===== src/rtl/acc_prd_arbiter.sv =====
// Round-robin arbiter sharing one combinational acc_predecoder among NumReq requesters.
// One transaction in flight: grant, predecoder lookup, registered response handshake.
module acc_prd_arbiter #(
  parameter int unsigned NumReq = 2,
  parameter int unsigned InstrW = 32,
  parameter int unsigned WbW    = 1,
  parameter int unsigned NumRs  = 3
) (
  input  logic                     clk_i,
  input  logic                     rst_i,
  input  logic [NumReq-1:0]        req_valid_i,
  input  logic [NumReq*InstrW-1:0] req_instr_i,
  output logic [NumReq-1:0]        req_ready_o,
  output logic [NumReq-1:0]        rsp_valid_o,
  input  logic [NumReq-1:0]        rsp_ready_i,
  output logic                     rsp_accept_o,
  output logic [WbW-1:0]           rsp_writeback_o,
  output logic [NumRs-1:0]         rsp_use_rs_o,
  output logic [InstrW-1:0]        prd_instr_o,
  input  logic                     prd_accept_i,
  input  logic [WbW-1:0]           prd_writeback_i,
  input  logic [NumRs-1:0]         prd_use_rs_i
);

  localparam int unsigned IdxW = (NumReq > 1) ? $clog2(NumReq) : 1;

  typedef enum logic [1:0] {StIdle, StLookup, StResp} state_e;

  state_e              r_state;
  logic [IdxW-1:0]     r_ptr;
  logic [IdxW-1:0]     r_idx;
  logic [InstrW-1:0]   r_instr;
  logic [NumReq-1:0]   r_rsp_valid;
  logic                r_accept;
  logic [WbW-1:0]      r_wb;
  logic [NumRs-1:0]    r_use_rs;

  logic                w_hs;
  logic                w_grant;
  logic [IdxW-1:0]     w_idx_inc;
  logic [IdxW-1:0]     w_base;
  logic [IdxW-1:0]     w_gnt;
  logic [InstrW-1:0]   w_gnt_instr;

  // First valid index at or above base, wrapping explicitly for non-power-of-2 NumReq.
  function automatic logic [IdxW-1:0] f_pick(input logic [NumReq-1:0] v,
                                             input logic [IdxW-1:0]   base);
    logic [2*NumReq-1:0] dbl;
    logic [NumReq-1:0]   rot;
    logic [IdxW:0]       sum;
    logic [IdxW-1:0]     pick;
    dbl  = {v, v};
    rot  = NumReq'(dbl >> base);
    sum  = '0;
    pick = '0;
    for (int k = NumReq - 1; k >= 0; k--) begin
      if (rot[k]) begin
        sum = {1'b0, base} + (IdxW + 1)'(k);
        if (sum >= (IdxW + 1)'(NumReq)) sum = sum - (IdxW + 1)'(NumReq);
        pick = sum[IdxW-1:0];
      end
    end
    return pick;
  endfunction

  // r_rsp_valid is one-hot on r_idx, so this ignores other requesters' ready.
  assign w_hs      = (r_state == StResp) && (|(rsp_ready_i & r_rsp_valid));
  assign w_idx_inc = (r_idx == IdxW'(NumReq - 1)) ? '0 : r_idx + IdxW'(1);
  assign w_base    = (r_state == StResp) ? w_idx_inc : r_ptr;
  assign w_gnt     = f_pick(req_valid_i, w_base);
  assign w_grant   = !rst_i && (|req_valid_i) && ((r_state == StIdle) || w_hs);

  always_comb begin
    w_gnt_instr = '0;
    for (int i = 0; i < NumReq; i++) begin
      if (w_gnt == IdxW'(i)) w_gnt_instr = req_instr_i[i*InstrW +: InstrW];
    end
  end

  always_ff @(posedge clk_i or posedge rst_i) begin
    if (rst_i) begin
      r_state     <= StIdle;
      r_ptr       <= '0;
      r_idx       <= '0;
      r_instr     <= '0;
      r_rsp_valid <= '0;
      r_accept    <= 1'b0;
      r_wb        <= '0;
      r_use_rs    <= '0;
    end else begin
      case (r_state)
        StIdle: begin
          if (w_grant) begin
            r_idx   <= w_gnt;
            r_instr <= w_gnt_instr;
            r_state <= StLookup;
          end
        end
        StLookup: begin
          r_accept    <= prd_accept_i;
          r_wb        <= prd_writeback_i;
          r_use_rs    <= prd_use_rs_i;
          r_rsp_valid <= NumReq'(1) << r_idx;
          r_instr     <= '0;
          r_state     <= StResp;
        end
        StResp: begin
          if (w_hs) begin
            r_ptr       <= w_idx_inc;
            r_rsp_valid <= '0;
            r_accept    <= 1'b0;
            r_wb        <= '0;
            r_use_rs    <= '0;
            if (w_grant) begin
              r_idx   <= w_gnt;
              r_instr <= w_gnt_instr;
              r_state <= StLookup;
            end else begin
              r_state <= StIdle;
            end
          end
        end
        default: r_state <= StIdle;
      endcase
    end
  end

  assign req_ready_o     = w_grant ? (NumReq'(1) << w_gnt) : '0;
  assign rsp_valid_o     = r_rsp_valid;
  assign rsp_accept_o    = r_accept;
  assign rsp_writeback_o = r_wb;
  assign rsp_use_rs_o    = r_use_rs;
  assign prd_instr_o     = r_instr;

endmodule


===== config.mk =====
export PLATFORM = sky130hd
export DESIGN_NAME = acc_prd_arbiter
export DESIGN_NICKNAME = d
export VERILOG_FILES = /design/src/rtl/acc_prd_arbiter.sv
export SDC_FILE = /design/constraint.sdc
export NUM_CORES = 1
export LEC_CHECK = 0
export ABC_AREA = 1
export ABC_CLOCK_PERIOD_IN_PS = 1750
export CAP_MARGIN = 20
export CORE_ASPECT_RATIO = 1.25
export CORE_MARGIN = 10
export CORE_UTILIZATION = 40
export CTS_CLUSTER_DIAMETER = 100
export CTS_CLUSTER_SIZE = 10
export DETAILED_ROUTE_END_ITERATION = 8
export GPL_TIMING_DRIVEN = 1
export PLACE_DENSITY = 0.8
export SLEW_MARGIN = 20
export SYNTH_ARGS = -nofsm -noshare
export SYNTH_HDL_FRONTEND = slang
export SYNTH_SLANG_ARGS = --single-unit

===== constraint.sdc =====
create_clock -name clk_i -period 1.75 [get_ports clk_i]
set_clock_uncertainty 0.05 [all_clocks]
set_input_delay 0.4375 -clock clk_i [delete_from_list [all_inputs] [get_ports clk_i]]
set_output_delay 0.4375 -clock clk_i [all_outputs]
set_load 0.05 [all_outputs]

# After elaboration in Yosys (flattened, before gate mapping)
# Index checks and enable logic that the tools add are counted.
[word_totals]
reg_bits = 43
inputBits = 75
output_inout_bits = 41
elab_cells = 63
[op_classes]
add_sub_neg = 4
order_cmp = 2
eq_ne = 4
shift = 3
n_mux = 25
bitwise = 1
n_reduce_logical = 16
[op_table]
columns = ["operator", "n"]
rows = [
  ["$mux W32", 3],
  ["$pmux W32 S3", 1],
  ["$mux W1", 10],
  ["$reduce_and A2 Y1", 5],
  ["$mux W2", 4],
  ["$pmux W1 S2", 3],
  ["$pmux W2 S3", 1],
  ["$pmux W3 S2", 1],
  ["$ne A2 B2 Y1 const B", 2],
  ["$pmux W2 S2", 1],
  ["$reduce_bool A2 Y1", 2],
  ["$reduce_or A2 Y1", 2],
  ["$shl A1 B1 Y2 const A", 2],
  ["$shr A4 B1 Y2", 1],
  ["$logic_and A1 B1 Y1", 3],
  ["$mux W3", 1],
  ["$reduce_bool A3 Y1", 1],
  ["$add A1 B1 Y2 const B", 1],
  ["$and A2 B2 Y2", 1],
  ["$eq A2 B1 Y1 const B", 1],
  ["$eq A2 B2 Y1 const B", 1],
  ["$ge A1 B2 Y1 const B", 1],
  ["$ge A2 B2 Y1 const B", 1],
  ["$logic_not A2 Y1", 1],
  ["4 further kinds", 5],
]

# Logic depth before layout (Yosys ltp)
[logic_depth]
depth_word = 12
mapped_depth = 9
ltp_nobuf = 8

# Worst setup path after synthesis
# OpenSTA, ideal clock, no wires.
[synth_timing]
path_kind = "reg-to-output"
from = "reg r_rsp_valid[1], in the netlist rsp_valid_o[1]"
to = "out req_ready_o[0]"
arrival_time_ns = 1.799
required_time_ns = 1.262
path_slack_ns = -0.536
stages_incl_launch_ff = 5
n_path_buf = 0
cell_sequence = "dfrtp_1 > nand2_1 > nand3_1 > nand2_1 > a21oi_1"
[synth_via]
elab_chain_len = 6
[synth_rtl]
columns = ["element", "line", "text"]
rows = [
  ["from (decl)", "33", "logic [NumReq-1:0] r_rsp_valid;"],
  ["from (signal assigned)", "103", "r_rsp_valid <= NumReq'(1) << r_idx;"],
  ["$and A2 B2 Y2", "67", "assign w_hs = (r_state == StResp) && (|(rsp_ready_i & r_rsp_valid));"],
  ["$reduce_or A2 Y1", "67", ""],
  ["$logic_and A1 B1 Y1", "67", ""],
  ["$logic_or A1 B1 Y1", "71", "assign w_grant = !rst_i && (|req_valid_i) && ((r_state == StIdle) || w_hs);"],
  ["$logic_and A1 B1 Y1", "71", ""],
  ["$mux W2", "128", "assign req_ready_o = w_grant ? (NumReq'(1) << w_gnt) : '0;"],
  ["to (decl)", "13", "output logic [NumReq-1:0] req_ready_o,"],
]
# Every way passes these cells.

# Worst setup path after layout
[layout_timing]
from = "in req_valid_i[0]"
to = "out req_ready_o[0]"
[layout_via]
elab_chain_len = 5
elab_cells_between_ends = 8
classes_between = "shift (2); mux (3); reduce/logical (3)"
[layout_rtl]
columns = ["element", "line", "text"]
rows = [
  ["from (decl)", "11", "input logic [NumReq-1:0] req_valid_i,"],
  ["$shr A4 B1 Y2", "53", "rot = NumReq'(dbl >> base);"],
  ["$mux W1 (2 in series)", "57", "if (rot[k]) begin"],
  ["$shl A1 B1 Y2", "128", ""],
  ["$mux W2 (*)", "128", ""],
]
# Every way passes the cells marked *; elsewhere a longest branch is shown, timed or not.

==> out/metrics.cfg <==
[finish]
final_nets=535
multi_input_area_um2=938
area_growth_pct=66.0
register_area_um2=1080
n_fill_cell=471
final_core_util=0.695
final_layout_size_suffix_gt1_frac=0.200
design_area_um2=3810

[placed_design]
post_dp_cell_area_um2=3600
place_ws_ps=-433
gp_congestion=0.814
portBuffers=115
hpwl_um=5440

[clock_tree]
cts-root-buf=clkbuf_8
cts_sinks=43
postCtsHoldBufs=0
cts_tree=done
numCtsBuffers=5
cts_buffer_depth=2
htreeDepth=2
clk_latency_ps=290
clkTransAtPathRegs_ps=80

[sta]
fin_ws_ps=-133
hold_viol=0
grt_setup_unrepaired=yes
worst_slew_margin_rel=0.812
fin_crit_sh=1.08
finalSetupViolations=2
max_slew.worst_pin.slew_ps=282
slew_violations=0
fmax_mhz=531
period_minus_slack_ps=1880

[global_routing]
grt_first_pass_wirelength_um=11700
grt_pass1_vias=2420
grt_max_degree=27
track_usage=0.156
overflow=0
antenna_found_initial=1

[setup_path]
max_stage_delay_ps=280
cp.arrival_ps=1400
criticalPathCategory=input pin to output pin
endpoint_kind=output pin
slowest_stage=dlygate4sd2_1
path_cells=dlygate4sd2_1 > nor2_2 > nor3_4 > nand2_4 > a21oi_4 > buf_12
cp-start-kind=input pin
required_ps=1260
critPathMaxFanout=3

[die]
core_um2=5480
num_rows=30
die_height_um=105
die_x_um=87.7
start_util=0.418
dieArea_um2=9180
pin_count=116

[route]
dr.first_iter.drc_count=85
drc=0
drt-vias-per-instance=4.57
final_antenna_net_count=0
totalWireLength_um=7120
drt-pass1-iter-count=4
routedWlPerCell_um=13.5
vias=2411

[run_status]
violations=negative setup slack
status=finished, violations left

[min_path]
hold_class=input pin to async pin

[synthesis]
syn_inst=330
synth_fp_nets=405
ys_types=16
syn_area_um2=2290
synth_seq_area_share=0.469
ys_ff_latch=43
avgSynthCellArea_um2=6.95
yosysWarnings=0

[job]
drv_cap=0

[pwr]
vdd_drop_max_uv=909
power_density_nw_per_um2=1640
p_leak_nw=2.12

==> state kept, by name, indices dropped and copies added, names as in the netlist <==
register         flops
rsp_accept_o         1
r_idx                1
rsp_valid_o          2
r_ptr                1
prd_instr_o         32
r_state              2
rsp_writeback_o      1
rsp_use_rs_o         3
==> worst paths after layout <==
kind,from,cells past startpoint,slack [ps],end
worst min register to register,prd_instr_o[27],2,430,prd_instr_o[27]
worst max-delay path,req_valid_i[0],6,-130,req_ready_o[0]
min in group clk_i,prd_instr_o[27],2,430,prd_instr_o[27]
worst max register to register,rsp_valid_o[1],10,110,prd_instr_o[31]
worst min-delay path,rst_i,3,330,rsp_use_rs_o[2]
max in group asynchronous,rst_i,3,1080,rsp_valid_o[0]
==> timing repair <==
action | CTS | global route
setup buffers | 7 | 1
endpoints found under the setup margin | 2 | 19
gates resized for setup | 16 | 0
pin swaps | 8 | 2
==> cells by family after synthesis <==
logic type	share of synthesized area
AOI/OAI and AO/OA	0.0147
buffers and inverters	0.150
DFF	0.469
and+or+nand+nor	0.366
==> worst max-delay path, delay by kind of cell <==
kind / cells / cell delay, ps
buffers and inverters: 2 / 430
AOI/OAI and AO/OA: 1 / 160
and+or+nand+nor: 3 / 360
==> layout by cell type (no fill, tap or decap) <==
cell	n
o21ai_2	1
nand3_4	1
nor3_4	1
nand2_1	110
buf_12	9
clkdlybuf4s50_1	69
diode_2	2
clkinv_1	1
dfrtp_2	2
nand3_1	72
clkbuf_1	2
inv_2	4
a21oi_4	1
nand3_2	2
bufinv_16	1
nand2_2	5
dfrtp_1	41
nand2_4	1
o21ai_0	3
buf_4	56
dlygate4sd2_1	5
nor2_4	1
clkbuf_8	5
inv_1	65
nor2_2	2
a21oi_1	1
==> synthesized netlist by cell type (all sizes together) <==
master	count	area [µm²]
nand2	116	435
a21oi	2	10.0
inv	69	259
nor2	3	13.8
dfrtp	43	1080
nand3	75	380
clkinv	1	3.75
buf	11	62.6
nor3	1	10.0
o21ai	4	23.8
clkbuf	5	18.8
==> final cells by class <==
cell class	instances	share of cell area
Multi-Input combinational cell	201	0.247
Tap cell	64	0.0210
Inverter	70	0.0690
Clock buffer	7	0.0201
Timing Repair Buffer	139	0.351
Clock inverter	1	0.00789
Sequential cell	43	0.283
Antenna cell	2	0.00131
==> per-layer routing <==
metal | GRT usage | part of all wire | routed length, µm
met1 | 0.172 | 0.38 | 2680
met2 | 0.279 | 0.53 | 3780
met5 | 0 | 0 | 0
met3 | 0.0544 | 0.085 | 605
met4 | 0.0297 | 0.0091 | 65
==> power breakdown <==
group / leakage (nW) / total, W / internal, W / switching [W]
Combinational: 1.53 / 0.00377 / 0.00132 / 0.00246
Clock: 0.0525 / 0.000756 / 0.000427 / 0.000328
Sequential: 0.541 / 0.00170 / 0.00143 / 0.000274
Total: 2.12 / 0.00623 / 0.00317 / 0.00306
==> metrics by stage <==
stage	power (W)	std cells	setup TNS (ps)	hold WS, ps
final	0.00623	527	-258	332
after global routing	0.00660	526	-366	346
after CTS	0.00626	524	-281	334
after detailed placement	0.00538	509	-10100	416
after global placement	0.00533	509	-8220	413
after floorplan	0.00397	330	-10.3	401
(Power assumes the default switching activity.)
